`src/rtl/bcd_bin.sv`:
```
// Iterative BCD-to-binary converter (reverse double-dabble), one bit per clock.
// Define BCD_BIN_CHECK_EN to flag invalid input digits (err=1, bin=0 on completion).
module bcd_bin #(
  parameter int unsigned DIGITS = 6,
  parameter int unsigned BW     = 20
) (
  input  logic                  clk,
  input  logic                  rst_n,
  input  logic                  start,
  input  logic [4*DIGITS-1:0]   bcd,
  output logic                  busy,
  output logic                  done,
  output logic [BW-1:0]         bin,
  output logic                  err
);

  localparam int unsigned DW = 4 * DIGITS;
  localparam int unsigned SW = DW + BW;
  localparam int unsigned CW = $clog2(BW + 1);

  typedef enum logic [0:0] {StIdle, StConv} state_e;

  state_e          r_state;
  state_e          w_state_nxt;
  logic [CW-1:0]   r_cnt;
  logic [SW-1:0]   r_sr;
  logic [SW-1:0]   w_sr_step;
  logic [BW-1:0]   r_bin;
  logic [BW-1:0]   w_bin_nxt;
  logic            r_done;
  logic            w_accept;
  logic            w_last;

  assign w_accept = (r_state == StIdle) && start;
  assign w_last   = (r_state == StConv) && (r_cnt == CW'(BW - 1));

  // One iteration: shift right, then pull every BCD digit >= 8 back down by 3.
  always_comb begin
    w_sr_step = r_sr >> 1;
    for (int d = 0; d < DIGITS; d++) begin
      if (w_sr_step[BW+4*d +: 4] >= 4'd8) begin
        w_sr_step[BW+4*d +: 4] = w_sr_step[BW+4*d +: 4] - 4'd3;
      end
    end
  end

  always_ff @(posedge clk or negedge rst_n) begin
    if (!rst_n) begin
      r_state <= StIdle;
    end else begin
      r_state <= w_state_nxt;
    end
  end

  always_comb begin
    w_state_nxt = r_state;
    unique case (r_state)
      StIdle:  if (start)  w_state_nxt = StConv;
      StConv:  if (w_last) w_state_nxt = StIdle;
      default:             w_state_nxt = StIdle;
    endcase
  end

  always_comb begin
    busy = (r_state == StConv);
    done = r_done;
    bin  = r_bin;
  end

  always_ff @(posedge clk or negedge rst_n) begin
    if (!rst_n) begin
      r_cnt  <= '0;
      r_sr   <= '0;
      r_bin  <= '0;
      r_done <= 1'b0;
    end else begin
      r_done <= 1'b0;
      if (w_accept) begin
        r_sr  <= {bcd, {BW{1'b0}}};
        r_cnt <= '0;
      end else if (r_state == StConv) begin
        r_sr  <= w_sr_step;
        r_cnt <= r_cnt + CW'(1);
        if (w_last) begin
          r_done <= 1'b1;
          r_bin  <= w_bin_nxt;
        end
      end
    end
  end

`ifdef BCD_BIN_CHECK_EN
  logic r_inv;
  logic r_err;
  logic w_bcd_bad;

  always_comb begin
    w_bcd_bad = 1'b0;
    for (int d = 0; d < DIGITS; d++) begin
      if (bcd[4*d +: 4] > 4'd9) w_bcd_bad = 1'b1;
    end
  end

  always_ff @(posedge clk or negedge rst_n) begin
    if (!rst_n) begin
      r_inv <= 1'b0;
      r_err <= 1'b0;
    end else if (w_accept) begin
      r_inv <= w_bcd_bad;
      r_err <= 1'b0;
    end else if (w_last) begin
      r_err <= r_inv;
    end
  end

  assign w_bin_nxt = r_inv ? '0 : w_sr_step[BW-1:0];
  assign err       = r_err;
`else
  assign w_bin_nxt = w_sr_step[BW-1:0];
  assign err       = 1'b0;
`endif

endmodule

```
`config.mk`:
```
export PLATFORM = sky130hd
export DESIGN_NAME = bcd_bin
export DESIGN_NICKNAME = d
export VERILOG_FILES = /design/src/rtl/bcd_bin.sv
export SDC_FILE = /design/constraint.sdc
export NUM_CORES = 1
export LEC_CHECK = 0
export CORE_ASPECT_RATIO = 1.1
export CORE_MARGIN = 10
export CORE_UTILIZATION = 50
export CTS_BUF_LIST = sky130_fd_sc_hd__clkbuf_4
export CTS_CLUSTER_DIAMETER = 200
export DETAILED_ROUTE_END_ITERATION = 8
export PLACE_DENSITY = 0.75
export SLEW_MARGIN = 15
export SYNTH_ARGS = -nofsm -noshare
export SYNTH_HDL_FRONTEND = slang
export SYNTH_SLANG_ARGS = --single-unit
```
`constraint.sdc`:
```
create_clock -name clk -period 2.7 [get_ports clk]
set_input_delay 0.27 -clock clk [delete_from_list [all_inputs] [get_ports clk]]
set_output_delay 0.27 -clock clk [all_outputs]
set_load 0.05 [all_outputs]
```
* Word-level counts from Yosys, hierarchy flattened
Index checks and enable logic that the tools add are counted.
Word-level totals: word-level logic and storage cells 41, input port bits 27, output and inout bits 23, register bits after elaboration 71
Cells by class: mux-type cells 16, equal/unequal tests 1, magnitude comparators 6, bitwise gates (word level) 2, add/sub/neg operators 7, reductions and logical operators 4
Operators by type and width (number):
- $mux W44 | 2
- $mux W4 | 6
- $ge A4 B4 Y1 const B | 5
- $sub A4 B2 Y4 const B | 5
- $mux W5 | 2
- $add A5 B1 Y5 const B | 1
- $eq A5 B5 Y1 const B | 1
- $mux W1 | 5
- $ge A3 B4 Y1 const B | 1
- $sub A3 B2 Y4 const B | 1
- $reduce_and A3 Y1 | 1
- $logic_and A1 B1 Y1 | 2
- $not A1 Y1 | 2
- $pmux W1 S2 | 1
- $reduce_bool A2 Y1 | 1

* Logic depth before layout (Yosys ltp)
Gate-level depths: netlist of the first run.
depth in word-level cells 5, gate-level depth with buffers 5, gate-level depth less buffers 4

* Worst setup path before layout of the first run
OpenSTA, ideal clock, no wires.
path kind register to register, start point reg r_state (netlist: busy), end point reg r_bin[0] (netlist: bin[0]), library setup time 125 ps, data required time 2575 ps, clock period less this slack 1559 ps, data arrival time 1434 ps, setup slack 1141 ps, cell stages (with the launch flop) 5, buffers on the path 2, cell sequence dfrtp_1 buf_2 nand4_2 buf_6 mux2_4
On the way: longest elaborated chain between the ends 4, elaborated cells between the ends (all ways) 5, those cells by class bitwise: 2; reduce/logical: 3
Ends and longest elaborated chain:
- start: declaration | RTL line 23 | state_e r_state;
- start signal: assignment | RTL line 49 | r_state <= StIdle;
- start signal: assignment | RTL line 51 | r_state <= w_state_nxt;
- $not A1 Y1
- $logic_and A1 B1 Y1 | RTL line 34 | assign w_accept = (r_state == StIdle) && start;
- $not A1 Y1 (no line)
- $reduce_and A3 Y1 (no line) (*)
- end signal: assignment | RTL line 86 | r_bin <= w_bin_nxt;
- end: declaration | RTL line 28 | logic [BW-1:0] r_bin;
Mark *: on every way between the ends. The rest lies on a longest branch, timed or not. A chain may end at the register's enable or synchronous reset.

* Final worst setup path of the first run
start point reg r_state (netlist: busy), end point out busy
RTL lines:
- end: declaration | RTL line 11 | output logic busy,
No word-level cell between the ends.

==> results of run 1 <==
registers in the layout (all words and copies together), names as in the netlist:
name and flops:
bin 20, r_cnt 5, r_sr 43, done 1
busy 1
power breakdown:
part	internal (W)	switching (W)	leakage, nW
Clock	0.000473	0.000384	0.0969
Sequential	0.00151	0.000428	0.887
Combinational	0.000961	0.00105	1.00
Total	0.00294	0.00186	1.98
how the worst max path moves through the flow:
stage                     startpoint  endpoint  slack, ns  depth (start not counted)
final                           busy      busy       0.52                          1
after global routing            busy      busy       0.42                          1
after CTS                       busy      busy       0.50                          1
after detailed placement        busy    bin[5]       0.64                          2
after global placement          busy    bin[4]       0.69                          2
after floorplan                 busy    bin[0]       1.14                          4
cells in the final DEF (no fill, tap or decap), drive strengths merged:
master         synthesis  layout
clkinv                 0       1
dlygate4sd3            0       1
bufinv                 0       3
clkinvlp               0       1
a21oi                 15      15
clkdlybuf4s50          0      47
nand2                 28      28
ha                    11      11
a22o                  20      20
o22ai                  4       4
mux2                  20      20
xnor2                  6       6
o221a                  1       1
conb                   1       1
xor2                   7       7
inv                   12      14
buf                   15       5
mux2i                 18      18
nand4                  1       1
clkbuf                 2       9
dfrtp                 70      70
nor2                   5       5
o211a                 10      10
o21ai                 12      12
nand3                  2       2
nor2b                  5       5
area by class of cell:
class,count,area (um2)
Multi-Input combinational cell,166,1360
Fill cell,485,2290
Inverter,12,45.0
Tap cell,80,100
Timing Repair Buffer,53,528
Sequential cell,70,1750
Clock buffer,9,67.6
Clock inverter,7,120
cell families after synthesis:
logic type	after synthesis	share of synthesized area [%]
compound gates	62	13.7
flops	70	53.8
mux	38	14.6
buf+inv	29	4.45
xor+xnor	13	3.49
other cells	1	0.115
simple gates	41	5.61
fa+ha+maj	11	4.22
stage by stage:
step	hold WS (ns)	power, W
floorplan	-0.0256	0.00338
global placement	0.319	0.00390
detailed placement	0.324	0.00399
CTS	0.422	0.00485
global route	0.431	0.00511
finish	0.395	0.00480
layer usage:
layer | share of wire (%) | track usage, % | vias up
li1 | - | - | 1018
met3 | 6.3 | 3.69 | 10
met1 | 48 | 15.1 | 1036
met4 | 1.2 | 4.96 | 0
met5 | 0 | 0 | -
met2 | 45 | 19.6 | 56
==> impl_metrics.toml, run 1 <==
[synthesis]
ys_top_cells_by_count = "dfrtp_1 (70), nand2_1 (28), a22o_1 (20)"
synth_flop_cell = "dfrtp_1"
synthArstFlopShare_pct = 100
yosys.area.top_type_share_pct = 53.8
ys_ff_latch = 70
yosys.area.top_type = "dfrtp_1"
yosysWarnings = 0
ys_top_cells_by_area = "dfrtp_1 (54%), mux2_4 (8.8%), mux2i_1 (5.5%)"
syn_inst = 265
ys_seq_area_share_pct = 53.8
synth_nets = 303
synthesis.area_um2 = 3260
synth_cell_types = 25
yosysMostFrequentCell = "dfrtp_1"
synth_edf_count = 0
syn_area_per_cell_um2 = 12.3

[cts]
cts_tree = "done"
clk_latency_ns = 0.40
cts-htree-levels = 3
cts_root_buf = "clkbuf_4"
postCtsHoldBufs = 1
cts_sinks = 70
cts_buffer_depth = 2
postCtsSetupRepairBufs = 0
numCtsBuffers = 9
cts-resized-gates = 0
clk_pin_slew_worst_paths_ns = 0.12

[power]
powerDensity_nw_per_um2 = 1210
vdd_drop_max_uv = 720
leakage_nw = 1.98

[grt]
antenna_found_initial = 0
first_global_vias = 2335
grt_first_pass_wirelength_um = 10800
grt-ovfl-total = 0
grt_usage_pct = 12.3
grt_max_degree = 71

[setup_path]
crit_chain = "clkdlybuf4s50_1"
start_kind = "register"
cp_slowest_stage_delay_ns = 0.91
critical_path_class = "register to primary output"
timing.rr.start = "busy"
worstPathMaxFanout = 21
rrSetupSlack_ns = 0.65
crit_slowest_cell = "clkdlybuf4s50_1"
worst-path-buf-inv = 1
cp-end-kind = "primary output"
critPathRequiredTime_ns = 2.43
rr_endpoint = "bin[5]"
cp.arrival_ns = 1.91
worstRegToRegCells = 2
critPathTopFamily = "buffers and inverters"

[floorplan]
fp-row-count = 30
coreArea_um2 = 6270
io_pins = 50
die_x_um = 97.0
dieArea_um2 = 10100
fp.dieH_um = 105
initial_utilization_pct = 52.0

[layout]
fin_cells = 397
design_area_um2 = 3980
layout.nets = 350
syn2layout_area_growth_pct = 22.0
fin_util_pct = 63.4
n_antenna_cell = 0
drive_above_1_share_pct = 14.5

[timing]
finalSetupTns_ns = 0
finalWorstSetupSlack_ns = 0.523
setup_violations = 0
finalCriticalPeriod_ns = 2.18
max_freq_ghz = 0.459
maxSlewViolCount = 0
finalHoldViolations = 0
rsz0062_at_grt = "false"
slew_headroom_pct = 39.5
fin_skew_ns = 0.0115
worstMarginPinSlew_ns = 0.905
finalCritPeriodShare_pct = 80.6

[placed_design]
gp_congestion = 0.740
port_buffers = 48
dpl.hpwl_um = 4240
dp_slack_ns = 0.645
dpl_cell_area_um2 = 3780
dp_cells = 380

[worst_hold_path]
hp-class = "primary input to asynchronous set/reset pin"

[detailed_routing]
vias = 2120
vias_per_cell = 5.34
drt_wl_total_um = 6120
drt_iter0_drc = 85
drc_errors = 0
firstDrtPassIters = 4
wire_per_inst_um = 15.4
ant_nets = 0

[job]
max_cap_violations = 0

[outcome]
outcome = "finished clean"
Power figures use the tool's default switching activity.
==> run 2: changes to the inputs <==
- PLACE_DENSITY: 0.75 -> 0.78
- clock period: 2.7 -> 1.9 ns (I/O delays scaled with it)
==> impl_metrics.toml, run 2 (same netlist as run 1, synthesis figures left out) <==
[power]
power_frac_comb_pct = 44.3
switchingPower_w = 0.00264
p_sw_share_pct = 40.1
leakage_nw = 1.98
powerDensity_nw_per_um2 = 1650
seqPwrFrac_pct = 41.3
internal_power_w = 0.00393
vdd_drop_max_uv = 869
p_clk_share_pct = 14.4

[grt]
grt_max_degree = 39
grt_use_met1_pct = 14.9
busiest_layer = "met2"
grt_usage_pct = 12.2
antenna_found_initial = 0
grt_first_pass_wirelength_um = 10600
first_global_vias = 2240
use_met2_pct = 19.1
grt-ovfl-total = 0
use_met3_pct = 3.89

[setup_path]
critPathTopFamily = "buffers and inverters"
cp.arrival_ns = 1.61
cp_slowest_stage_delay_ns = 0.82
worstPathMaxFanout = 2
start_kind = "register"
worst-path-buf-inv = 1
critPathRequiredTime_ns = 1.71
cp-end-kind = "primary output"
critical_path_class = "register to primary output"
crit_chain = "clkdlybuf4s50_1"
crit_slowest_cell = "clkdlybuf4s50_1"

[layout]
n_antenna_cell = 0
layout.nets = 353
final_cell_mix = "dfrtp_1 (69), clkdlybuf4s50_1 (46), nand2_1 (28)"
largest_register = "r_sr"
drive_above_1_share_pct = 15.3
largest_reg_flops = 43
design_area_um2 = 3970
final_common_cell = "dfrtp_1"
syn2layout_area_growth_pct = 22.0

[cts]
cts_buffer_depth = 2
cts-htree-levels = 3
postCtsHoldBufs = 1
cts_tree = "done"
cts-resized-gates = 0
cts_root_buf = "clkbuf_4"
clk_latency_ns = 0.40
postCtsSetupRepairBufs = 0
cts_sinks = 70
numCtsBuffers = 9
clk_pin_slew_worst_paths_ns = 0.12

[detailed_routing]
vias = 2164
wire_per_inst_um = 15.5
ant_nets = 0
vias_per_cell = 5.41
firstDrtPassIters = 4
drc_errors = 0
drt_wl_total_um = 6200
drt_iter0_drc = 53

[timing]
worstMarginPinSlew_ns = 0.513
rsz0062_at_grt = "false"
setup_violations = 0
max_freq_ghz = 0.555
finalSetupTns_ns = 0
slew_headroom_pct = 65.7
finalCritPeriodShare_pct = 94.8
maxSlewViolCount = 0
fin_skew_ns = 0.0101
finalCriticalPeriod_ns = 1.80
finalHoldViolations = 0

[floorplan]
dieArea_um2 = 10100
die_x_um = 97.0
initial_utilization_pct = 52.0
fp.dieH_um = 105
coreArea_um2 = 6270
io_pins = 50
fp-row-count = 30

[placed_design]
dpl.hpwl_um = 4470
dpl_cell_area_um2 = 3820
port_buffers = 48
gp_congestion = 0.719

[job]
max_cap_violations = 0

[worst_hold_path]
hp-class = "primary input to asynchronous set/reset pin"

[outcome]
outcome = "finished clean"
run 2: layer usage:
layer,vias to the layer above,part of all wire (%)
met3,11,5.7
li1,1030,-
met1,1068,47
met4,0,1.8
met2,55,46
met5,-,0
run 2: final timing paths:
check	startpoint	end	slack [ns]	depth (start not counted)
max in group asynchronous	rst_n	bin[9]	1.05	3
min reg2reg	r_sr[43]	r_sr[42]	0.51	2
min	rst_n	bin[15]	0.26	2
max	bin[12]	bin[12]	0.1	1
max reg2reg	r_cnt[0]	bin[11]	0.26	4
min in group clk	bcd[23]	r_sr[43]	0.40	3
run 2: worst reg2reg max path, stage by stage (launching register included):
cell and delay [ns]:
dfrtp_1 0.40, ha_1 0.23, nand4_2 0.32, buf_12 0.28, mux2_4 0.30
run 2: power groups by stage:
stage                     logic, W  registers [W]  clock network (W)
final                      0.00291        0.00272           0.000945
after CTS                  0.00296        0.00272           0.000976
after global placement     0.00286        0.00272                  0
after global routing       0.00319        0.00282            0.00103
after floorplan            0.00154        0.00327                  0
after detailed placement   0.00295        0.00275                  0
run 2: area by class of cell:
type                    instances  area, um2
inverters                      12       45.0
flip-flops and latches         70       1750
fillers                       490       2290
repair buffers                 56        573
clock inverters                 7       73.8
clock buffers                   9       67.6
multi-input cells             166       1360
well taps                      80        100
run 2: through the flow:
stage / setup slack, ns / hold WS (ns) / instances / total power (W) / util (%)
global placement: 0.305 / 0.167 / 383 / 0.00558 / 61.0
detailed placement: 0.263 / 0.180 / 383 / 0.00570 / 61.0
floorplan: 0.341 / -0.106 / 265 / 0.00481 / -
global route: 0.0364 / 0.284 / 400 / 0.00705 / 63.4
finish: 0.0987 / 0.258 / 400 / 0.00657 / 63.4
CTS: 0.0592 / 0.250 / 400 / 0.00666 / 63.4
==> run 3: changes to the inputs <==
- CORE_UTILIZATION: 50 -> 45
- PLACE_DENSITY: 0.78 -> 0.71
- clock period: 1.9 -> 1.5 ns (I/O delays scaled with it)
==> impl_metrics.toml, run 3 (same netlist as run 1, synthesis figures left out) <==
[grt]
grt_max_degree = 49
grt_usage_pct = 11.8
grt-ovfl-total = 0
first_global_vias = 2263
grt_first_pass_wirelength_um = 10700
antenna_found_initial = 0

[layout]
drive_above_1_share_pct = 23.8
fin_util_pct = 57.2
final_cell_mix = "dfrtp_1 (69), buf_4 (29), nand2_1 (28)"
regArea_um2 = 1750
syn2layout_area_growth_pct = 23.8
final_common_cell = "dfrtp_1"
nFillCells = 592
multi_input_area_um2 = 1370
n_antenna_cell = 0
largest_reg_flops = 43
layout.nets = 361
largest_register = "r_sr"

[timing]
maxSlewViolCount = 0
finalCritPeriodShare_pct = 94.4
setup_violations = 0
finalHoldViolations = 0
holdWs_ns = 0.227
rsz0062_at_grt = "false"
finalSetupTns_ns = 0
fin_skew_ns = 0.0175
max_freq_ghz = 0.706
finalCriticalPeriod_ns = 1.42

[cts]
postCtsSetupRepairBufs = 0
cts_tree = "done"
clk_pin_slew_worst_paths_ns = 0.12
clk_latency_ns = 0.40
cts_sinks = 70
cts-htree-levels = 3
cts_buffer_depth = 2
cts_root_buf = "clkbuf_4"
numCtsBuffers = 9

[detailed_routing]
drc_errors = 0
vias = 2110
drt_iter0_drc = 87
vias_per_cell = 5.11
firstDrtPassIters = 5
drt_wl_total_um = 6230
ant_nets = 0
wire_per_inst_um = 15.1

[setup_path]
crit_chain = "buf_12 > buf_12"
critical_path_class = "register to primary output"
cp_slowest_stage_delay_ns = 0.45
cp-end-kind = "primary output"
worst-path-buf-inv = 2
cp_common_cell = "buf_12"
critPathRequiredTime_ns = 1.35
worstPathMaxFanout = 48
crit_slowest_cell = "dfrtp_2"
start_kind = "register"
critPathTopFamily = "flip-flops"
cp.arrival_ns = 1.27

[floorplan]
die_x_um = 101
coreArea_um2 = 7050
dieArea_um2 = 11000
fp.dieH_um = 109
io_pins = 50
initial_utilization_pct = 46.2
fp-row-count = 32

[power]
leakage_nw = 2.06
powerDensity_nw_per_um2 = 2040
vdd_drop_max_uv = 1450

[worst_hold_path]
hp-class = "primary input to asynchronous set/reset pin"

[placed_design]
dpl.hpwl_um = 4560
gp_congestion = 0.729
port_buffers = 48

[job]
max_cap_violations = 0

[outcome]
outcome = "finished clean"
## run 3: cell types whose count changed in the layout (fill, tap and decap cells not counted), sizes merged
| cell | previous run | this run |
|---|---|---|
| buf | 9 | 38 |
| clkdlybuf4s50 | 46 | 25 |
| bufinv | 1 | 0 |
| clkinv | 2 | 3 |
## run 3: through the flow
step / setup WS (ns) / total power, W / instances / instance area (um2)
2_1_floorplan: 0.0819 / 0.00609 / 265 / 3260
3_3_place_gp: 0.0709 / 0.00710 / 396 / 3890
3_5_place_dp: 0.0376 / 0.00726 / 396 / 3890
4_1_cts: 0.0322 / 0.00829 / 413 / 4020
5_1_grt: 0.0114 / 0.00882 / 413 / 4030
6_report: 0.0836 / 0.00822 / 413 / 4030
## run 3: cell type report
type | count | share of cell area [%]
clock buffer | 9 | 1.67
clock inverter | 7 | 1.21
timing repair buffer | 64 | 15.9
inverter | 12 | 1.12
tap | 85 | 2.64
multi-input combinational | 166 | 34.0
sequential | 70 | 43.5
## run 3: worst register-to-register path: cells and delay by family (launching register included)
kind,cells,cell delay (ns)
multiplexers,1,0.30
AND/OR/NAND/NOR,1,0.16
buffers and inverters,1,0.19
flip-flops,1,0.41
adder cells (fa/ha/maj),1,0.25
## run 3: path summary, 6_finish.rpt
path                            startpoint        to  slack (ns)  cells after the start
min in group clk                   bcd[23]  r_sr[43]        0.36                      3
worst max register to register    r_cnt[0]    bin[1]        0.11                      4
worst min-delay path                 rst_n   bin[18]        0.23                      2
worst min register to register    r_sr[42]  r_sr[41]        0.51                      2
max in group asynchronous            rst_n  r_cnt[1]        0.76                      3
worst max-delay path                  busy      busy        0.08                      2
## run 3: power breakdown
| part | internal, W | switching, W | total (W) |
|---|---|---|---|
| Sequential | 0.00271 | 0.000745 | 0.00345 |
| Combinational | 0.00180 | 0.00195 | 0.00375 |
| Clock | 0.000339 | 0.000679 | 0.00102 |
| Total | 0.00485 | 0.00338 | 0.00822 |
## run 3: timing repair
| action | in CTS | in global routing |
|---|---|---|
| hold buffers | 1 | 0 |
| resized for setup | 2 | 2 |
| setup endpoints to repair | 1 | 19 |
| endpoints found under the hold margin | 17 | 0 |
## run 3: routing by layer
metal / track usage (%) / up-vias / share of wire (%)
met5: 0 / - / 0
met4: 2.29 / 0 / 0.58
met3: 5.06 / 4 / 6.5
met2: 19.5 / 50 / 48
met1: 14.0 / 1025 / 45
li1: - / 1031 / -
